## config.mk

```make
export PLATFORM = sky130hd
export DESIGN_NAME = branch_pc_unit
export DESIGN_NICKNAME = d
export VERILOG_FILES = /design/src/rtl/mips_pkg.sv /design/src/rtl/branch_target_calc.sv /design/src/rtl/branch_pc_unit.sv
export SDC_FILE = /design/constraint.sdc
export NUM_CORES = 1
export LEC_CHECK = 0
export ABC_AREA = 1
export CAP_MARGIN = 40
export CORE_AREA = 8 8 113 115
export CTS_BUF_LIST = sky130_fd_sc_hd__clkbuf_4 sky130_fd_sc_hd__clkbuf_8
export CTS_CLUSTER_DIAMETER = 200
export DETAILED_ROUTE_END_ITERATION = 10
export DIE_AREA = 0 0 121 123
export PLACE_DENSITY = 0.9
export SLEW_MARGIN = 20
export SYNTH_ARGS = -nofsm -noshare
export SYNTH_HDL_FRONTEND = slang
export SYNTH_HIERARCHICAL = 1
export SYNTH_SLANG_ARGS = --single-unit
```

## constraint.sdc

```tcl
create_clock -name I_CLK -period 6.05 [get_ports I_CLK]
set_input_delay 1.21 -clock I_CLK [delete_from_list [all_inputs] [get_ports I_CLK]]
set_output_delay 1.21 -clock I_CLK [all_outputs]
set_load 0.03 [all_outputs]
```

## src/rtl/mips_pkg.sv

```systemverilog
// -----------------------------------------------------------------------------
// mips_pkg
//   Shared constants for the MIPS fetch / branch-resolution slice.
//   - FSM state encodings for branch_pc_unit (S_RUN, S_WAIT)
//   - Default reset PC
//   - Redirect target select encoding used by branch_target_calc
//   - Opcode / funct constants of the control-transfer instructions the
//     decoder turns into I_BEQ / I_BNE / I_J / I_JR
// -----------------------------------------------------------------------------
package mips_pkg;

   // FSM states kept as plain 1-bit constants so older tools and checkers
   // can compare against them directly.
   localparam logic [0:0] S_RUN  = 1'b0;
   localparam logic [0:0] S_WAIT = 1'b1;

   localparam logic [31:0] RESET_PC_DEFAULT = 32'h0000_0000;

   // Which computed target drives the redirect.
   typedef enum logic [1:0] {
      TGT_BR = 2'd0,   // PC-relative branch target
      TGT_J  = 2'd1,   // pseudo-direct jump target
      TGT_JR = 2'd2    // register jump target
   } tgt_sel_e;

   // Primary opcodes.
   localparam logic [5:0] OP_SPECIAL = 6'h00;
   localparam logic [5:0] OP_J       = 6'h02;
   localparam logic [5:0] OP_JAL     = 6'h03;
   localparam logic [5:0] OP_BEQ     = 6'h04;
   localparam logic [5:0] OP_BNE     = 6'h05;

   // SPECIAL funct codes.
   localparam logic [5:0] FN_JR      = 6'h08;
   localparam logic [5:0] FN_JALR    = 6'h09;

endpackage

```

## src/rtl/branch_target_calc.sv

```systemverilog
// -----------------------------------------------------------------------------
// branch_target_calc
//   Purely combinational redirect-target generation for the ID stage.
//   Ports:
//     pc4_id_i   [31:0]  PC+4 of the instruction in ID
//     imm16_i    [15:0]  branch word offset
//     jidx_i     [25:0]  jump index field
//     jr_addr_i  [31:0]  forwarded rs value
//     sel_i      tgt_sel_e  which target to output
//     target_o   [31:0]  selected redirect target (all sums wrap mod 2^32)
// -----------------------------------------------------------------------------
module branch_target_calc
   import mips_pkg::*;
(
   input  logic [31:0] pc4_id_i,
   input  logic [15:0] imm16_i,
   input  logic [25:0] jidx_i,
   input  logic [31:0] jr_addr_i,
   input  tgt_sel_e    sel_i,
   output logic [31:0] target_o
);

   logic [31:0] bt;
   logic [31:0] jt;

   // Word offset, sign-extended and scaled to bytes.
   assign bt = pc4_id_i + {{14{imm16_i[15]}}, imm16_i, 2'b00};
   // Jump stays inside the 256 MB region of the delay-slot PC.
   assign jt = {pc4_id_i[31:28], jidx_i, 2'b00};

   always_comb begin
      target_o = bt;
      case (sel_i)
         TGT_J:   target_o = jt;
         TGT_JR:  target_o = jr_addr_i;
         default: target_o = bt;
      endcase
   end

endmodule

```

## src/rtl/branch_pc_unit.sv

```systemverilog
// -----------------------------------------------------------------------------
// branch_pc_unit
//   Fetch PC register plus next-PC selection for the 5-stage MIPS core.
//   Resolves BEQ/BNE/J/JAL/JR/JALR in ID using the ID comparator result, and
//   holds PC and IF/ID while the comparator operands are not yet available.
//
//   Configuration macro: MIPS_DELAY_SLOT_EN
//     defined   -> architectural delay slot, O_FLUSH is always 0
//     undefined -> O_FLUSH follows O_TAKEN, wrong-path fetch is squashed
//
//   Ports:
//     I_CLK, I_RST         clock (rising edge), synchronous active-high reset
//     I_STALL              hazard-unit freeze: nothing advances, no redirect
//     I_BEQ/I_BNE/I_J/I_JR decoded control-transfer type in ID (one-hot or 0)
//     I_IGUAL, I_OPS_RDY   comparator result and operand-valid
//     I_PC4_ID, I_IMM16, I_JIDX, I_JR_ADDR   target ingredients
//     O_PC, O_PC4          fetch address and fetch address + 4
//     O_TAKEN              redirect this cycle
//     O_FLUSH              clear IF/ID on the next edge
//     O_HOLD               hold PC and IF/ID (operand wait)
//     O_ERR                sticky: operand wait reached WAIT_MAX cycles
//     O_STATE_DBG          current FSM state (S_RUN / S_WAIT)
//
//   Handshake: the branch in ID is "accepted" on the first non-stalled cycle
//   in which it does not need operands or I_OPS_RDY=1; until then O_HOLD=1
//   and the decoder must keep presenting the same instruction.
// -----------------------------------------------------------------------------
module branch_pc_unit
   import mips_pkg::*;
#(
   parameter logic [31:0] RESET_PC = RESET_PC_DEFAULT,
   parameter int          WAIT_MAX = 4
) (
   input  logic        I_CLK,
   input  logic        I_RST,
   input  logic        I_STALL,
   input  logic        I_BEQ,
   input  logic        I_BNE,
   input  logic        I_J,
   input  logic        I_JR,
   input  logic        I_IGUAL,
   input  logic        I_OPS_RDY,
   input  logic [31:0] I_PC4_ID,
   input  logic [15:0] I_IMM16,
   input  logic [25:0] I_JIDX,
   input  logic [31:0] I_JR_ADDR,
   output logic [31:0] O_PC,
   output logic [31:0] O_PC4,
   output logic        O_TAKEN,
   output logic        O_FLUSH,
   output logic        O_HOLD,
   output logic        O_ERR,
   output logic [0:0]  O_STATE_DBG
);

   localparam int            CW    = $clog2(WAIT_MAX + 1);
   localparam logic [CW-1:0] CMAX  = CW'(WAIT_MAX);
   localparam logic [CW-1:0] C_ONE = CW'(1);

   logic [31:0]   pc_q, pc_d;
   logic [0:0]    state_q, state_d;
   logic [CW-1:0] cnt_q, cnt_d;
   logic          err_q, err_d;

   logic          taken;
   logic          hold;
   logic          need_ops;
   logic [31:0]   target;
   tgt_sel_e      sel;

   assign sel = I_JR ? TGT_JR : (I_J ? TGT_J : TGT_BR);

   branch_target_calc u_tgt (
      .pc4_id_i  (I_PC4_ID),
      .imm16_i   (I_IMM16),
      .jidx_i    (I_JIDX),
      .jr_addr_i (I_JR_ADDR),
      .sel_i     (sel),
      .target_o  (target)
   );

   assign O_PC4    = pc_q + 32'd4;
   assign need_ops = I_BEQ | I_BNE | I_JR;

   always_comb begin
      pc_d    = pc_q;
      state_d = state_q;
      cnt_d   = cnt_q;
      err_d   = err_q;
      taken   = 1'b0;
      hold    = 1'b0;
      if (!I_STALL) begin
         // In S_WAIT we keep holding on a missing operand even if the decode
         // flags flicker; the held instruction is by definition a waiter.
         if (!I_OPS_RDY && (need_ops || state_q == S_WAIT)) begin
            hold    = 1'b1;
            state_d = S_WAIT;
            if (state_q == S_RUN) begin
               cnt_d = C_ONE;
            end else if (cnt_q < CMAX) begin
               cnt_d = cnt_q + C_ONE;
            end
            if (cnt_d >= CMAX) begin
               err_d = 1'b1;
            end
         end else begin
            state_d = S_RUN;
            cnt_d   = '0;
            taken   = I_J | I_JR | (I_BEQ & I_IGUAL) | (I_BNE & ~I_IGUAL);
            pc_d    = taken ? target : O_PC4;
         end
      end
   end

   always_ff @(posedge I_CLK) begin
      if (I_RST) begin
         pc_q    <= RESET_PC;
         state_q <= S_RUN;
         cnt_q   <= '0;
         err_q   <= 1'b0;
      end else begin
         pc_q    <= pc_d;
         state_q <= state_d;
         cnt_q   <= cnt_d;
         err_q   <= err_d;
      end
   end

   assign O_PC        = pc_q;
   assign O_ERR       = err_q;
   assign O_STATE_DBG = state_q;
   assign O_TAKEN     = taken & ~I_RST;
   assign O_HOLD      = hold & ~I_RST;
`ifdef MIPS_DELAY_SLOT_EN
   // Slot instruction is architecturally executed, never squashed.
   assign O_FLUSH     = 1'b0;
`else
   assign O_FLUSH     = taken & ~I_RST;
`endif

   // Decoder contract: at most one control-transfer flag per cycle.
   a_onehot_ctl : assert property (@(posedge I_CLK) disable iff (I_RST)
      $onehot0({I_BEQ, I_BNE, I_J, I_JR}));

endmodule
```

==> results.md <==
- Status: finished clean
- CP required: 4840 ps
- Period Utilization, post-route: ~74%
- WL final: 19600 microns
- CTS tree: yes
- Async SR Flop Fraction: 0%
- Critical path arrival: between 3000 and 4000 ps
- Slew @ Worst Pin: 772.4 ps
- Sink Count: 37
- Crit path kind: input port to output port
- Setup TNS: 0 ps
- Hold-fix buffers at CTS: 0
- CP Capture Type: output port
- CP Cell Sequence: clkdlybuf4s50_1 -> inv_1 -> nand2_1 -> nor2_1 -> nand2_1 -> nand3_1 -> buf_4 -> nor2_1 -> clkdlybuf4s50_1
- Critical-path maximum fanout: 22
- Vias in the first global route: 6739
- Register area: 740.7 sq um
- FMAX: 222.6 MHz
- CTS resizes: 0
- # DRC: 0
- Routed len/inst: 14.86 microns
- Max incr delay on CP: 700 ps
- Multi-input logic area: 3923 sq um
- Post-layout instance area: 7436 sq um
- I/O Pins: 184
- Final Hold Vio Count: 0
- Row cnt: 39
- Post-synthesis xor/xnor area fraction: 3.165%
- Syn nets: roughly 1200
- Synth Area in Simple Gates: 48.03%
- CTS buffer count: 5
- CP max-delay cell: clkdlybuf4s50_1
- Synth cell types: 40
- Via-to-Cell Ratio: 5.237
- CP Launch Type: input port
- NumNets Final: 1324
- Global-route wire length before repair: around 32000 microns
- Mux contribution to synthesized area: 0%
- Most frequently used flop master after synthesis: dfxtp_1
- RSZ-0062 raised after global routing: false
- Compound-Gate Fraction of Synth Area: 13.61%
- Die area: 14880 sq um
- GP Congestion: 0.9522
- Initial antenna violation count: 0
- Filler cell count: 1039
- Drt pass-1 iters: 5
- Setup violators final: 0
- Total GRT Usage: roughly 26%
- # H-tree levels: 2
- Tmin final: approximately 4500 ps
- Slew headroom: 48.45%
- Layout cells sized above 1: 5.187%
- Chip width: roughly 120 microns
- Core Area: 11080 sq um
- N_diodes: 0
- Synth Warn #: 6
- Avg Inst Size Synth: 5.355 sq um
- PortBufs: 183
- Power per standard cell area: ~140 nW/um^2
- Largest net degree at the start of global routing: 34
- Cell family with most CP delay: buffers and inverters
- Buffer depth of the longest clock path: 2
- Largest family of logic cells by synthesized area: simple AND/OR/NAND/NOR gates
- Die Y: approximately 120 microns
- HP Class: register to register
- Sequential share of the synthesized area: 13.78%
- Crit path buffers/inverters: 4
- Placed cell area: 7301 sq um
- Final HPWL from detailed placement: 16340 microns
- Root Buffer: clkbuf_8
- Routed Antenna Nets: 0
- Worst Skew: 7.807 ps
- Mapped cell area: ~5400 sq um
- Max cap viols: 0
- DR vias: 6907
- Adder-Cell Fraction of Synth Area: just over 8%
- Initial Utilization: 48.54%
- Leakage power: 3.536 nW
- Worst skew pair latency: 300 ps
- Setup bufs post-CTS: 0
- Clock slew at reported path FFs: ~80 ps
- Global route overflow: 0
- Post-synthesis register bit count: 37
- Peak supply drop: ~0.12 mV
- Max-slew violations: 0
- Syn Inst Count: 1004
- EDFF count, synth: 0
- Layout area overhead: 38.31%
- 1st-iter DRT viols: roughly 700
-- power breakdown --
part	leakage, nW	switching [mW]	internal (mW)
Clock	0.0574	0.0991	0.134
Combinational	3.18	0.323	0.234
Sequential	0.302	0.0223	0.259
-- cell type report --
class                      instances  area share, %
tap                              143          2.406
clock buffer                       6          1.111
timing repair buffer             188          25.24
multi-input combinational        784          52.75
clock inverter                     2         0.5048
inverter                         159          8.026
sequential                        37          9.961
-- registers in the layout, summed over array words and instances, names as in the netlist --
signal	count
O_ERR	1
O_STATE_DBG	1
O_PC	32
cnt_q	3
-- layer usage --
layer  up-vias  track usage, %  wire, microns
met5         -               0              0
met4         0           8.041            460
met3        37           6.393           1870
met2       310           45.32           9249
met1      3091           29.96           8015
li1       3469               -              -
-- cell usage in the layout, fill, tap and decap left out, types with 2 or more instances in the layout --
cell type / count
nand2_1: 354
clkdlybuf4s50_1: 183
inv_1: 157
nor2_1: 129
nand3_1: 70
a21oi_1: 54
dfxtp_1: 37
ha_1: 33
a22oi_1: 21
o21ai_0: 20
nor2_2: 12
nand2_2: 11
nor3_1: 9
xnor2_1: 7
nor2_4: 6
and2_1: 6
a31oi_1: 6
clkbuf_8: 6
xor2_1: 5
o21ai_1: 5
xor2_2: 4
buf_4: 4
nand3_2: 4
nand4_1: 4
o21bai_1: 3
a21oi_2: 3
a21boi_0: 2
or2_2: 2
o211ai_1: 2
a22o_1: 2
inv_2: 2
nand3b_1: 2
-- per-stage QoR --
stage	std cells	total power [mW]	setup slack [ps]	hold WS (ps)	util, %
floorplan	1004	0.6156	2283	453.1	-
global placement	1310	0.8299	1612	441.8	65.91
detailed placement	1310	0.8358	1584	465.0	65.91
CTS	1318	1.066	1568	489.2	66.99
global route	1319	1.134	1413	522.7	67.13
finish	1319	1.071	1558	487.6	67.13
-- path summary, 6_finish.rpt --
path,start,end,slack (ps),cells after the start
setup / recovery,I_JR,O_TAKEN,1560,9
hold / removal,O_ERR,O_ERR,490,2
setup reg to reg,O_STATE_DBG,O_PC[19],3830,8
hold reg to reg,O_ERR,O_ERR,490,2
-- kinds of logic (layout without fill, tap and decap cells) --
family | after synthesis | in the layout
AOI/OAI and AO/OA | 122 | 122
adders and majority gates | 34 | 34
buffers and inverters | 183 | 355
and+or+nand+nor | 612 | 612
xor gates and xnor gates | 16 | 16
DFF | 37 | 37
-- worst reg2reg max path: stages, from the launching register on --
cell and delay [ps]:
dfxtp_1 330, inv_1 120, nand3_1 100, nand2_1 130, nand2_1 370, inv_1 730
nor2_1 90, a21oi_1 150, a21oi_1 80
-- synthesized netlist by cell type, types with 2 or more instances --
cell      number  area, sq um
inv_1        157        589.3
buf_4          6        45.04
nor2_1       131        491.7
clkbuf_1      11        41.29
o21ai_1        5        25.02
ha_1          33        412.9
nand3_2        4        40.04
a22oi_1       21        157.7
nand3_1       70        350.3
nor2_2        10        62.56
inv_2          2        7.510
a31oi_1        6        37.54
nand2_2       11        68.82
buf_2          7        35.03
a21oi_1       54        270.3
a22o_1         2        17.52
o21bai_1       3        22.52
o211ai_1       2        15.01
and2_1         6        37.54
o21ai_0       20        100.1
nand3b_1       2        15.01
nand4_1        4        25.02
a21oi_2        3        26.28
a21boi_0       2        15.01
nor3_1         9        45.04
or2_2          2        12.51
nor2_4         6        67.56
nand2_1      354         1329
xor2_2         4        65.06
xor2_1         5        43.79
xnor2_1        7        61.31
dfxtp_1       37        740.7
Power figures use the tool's default switching activity.
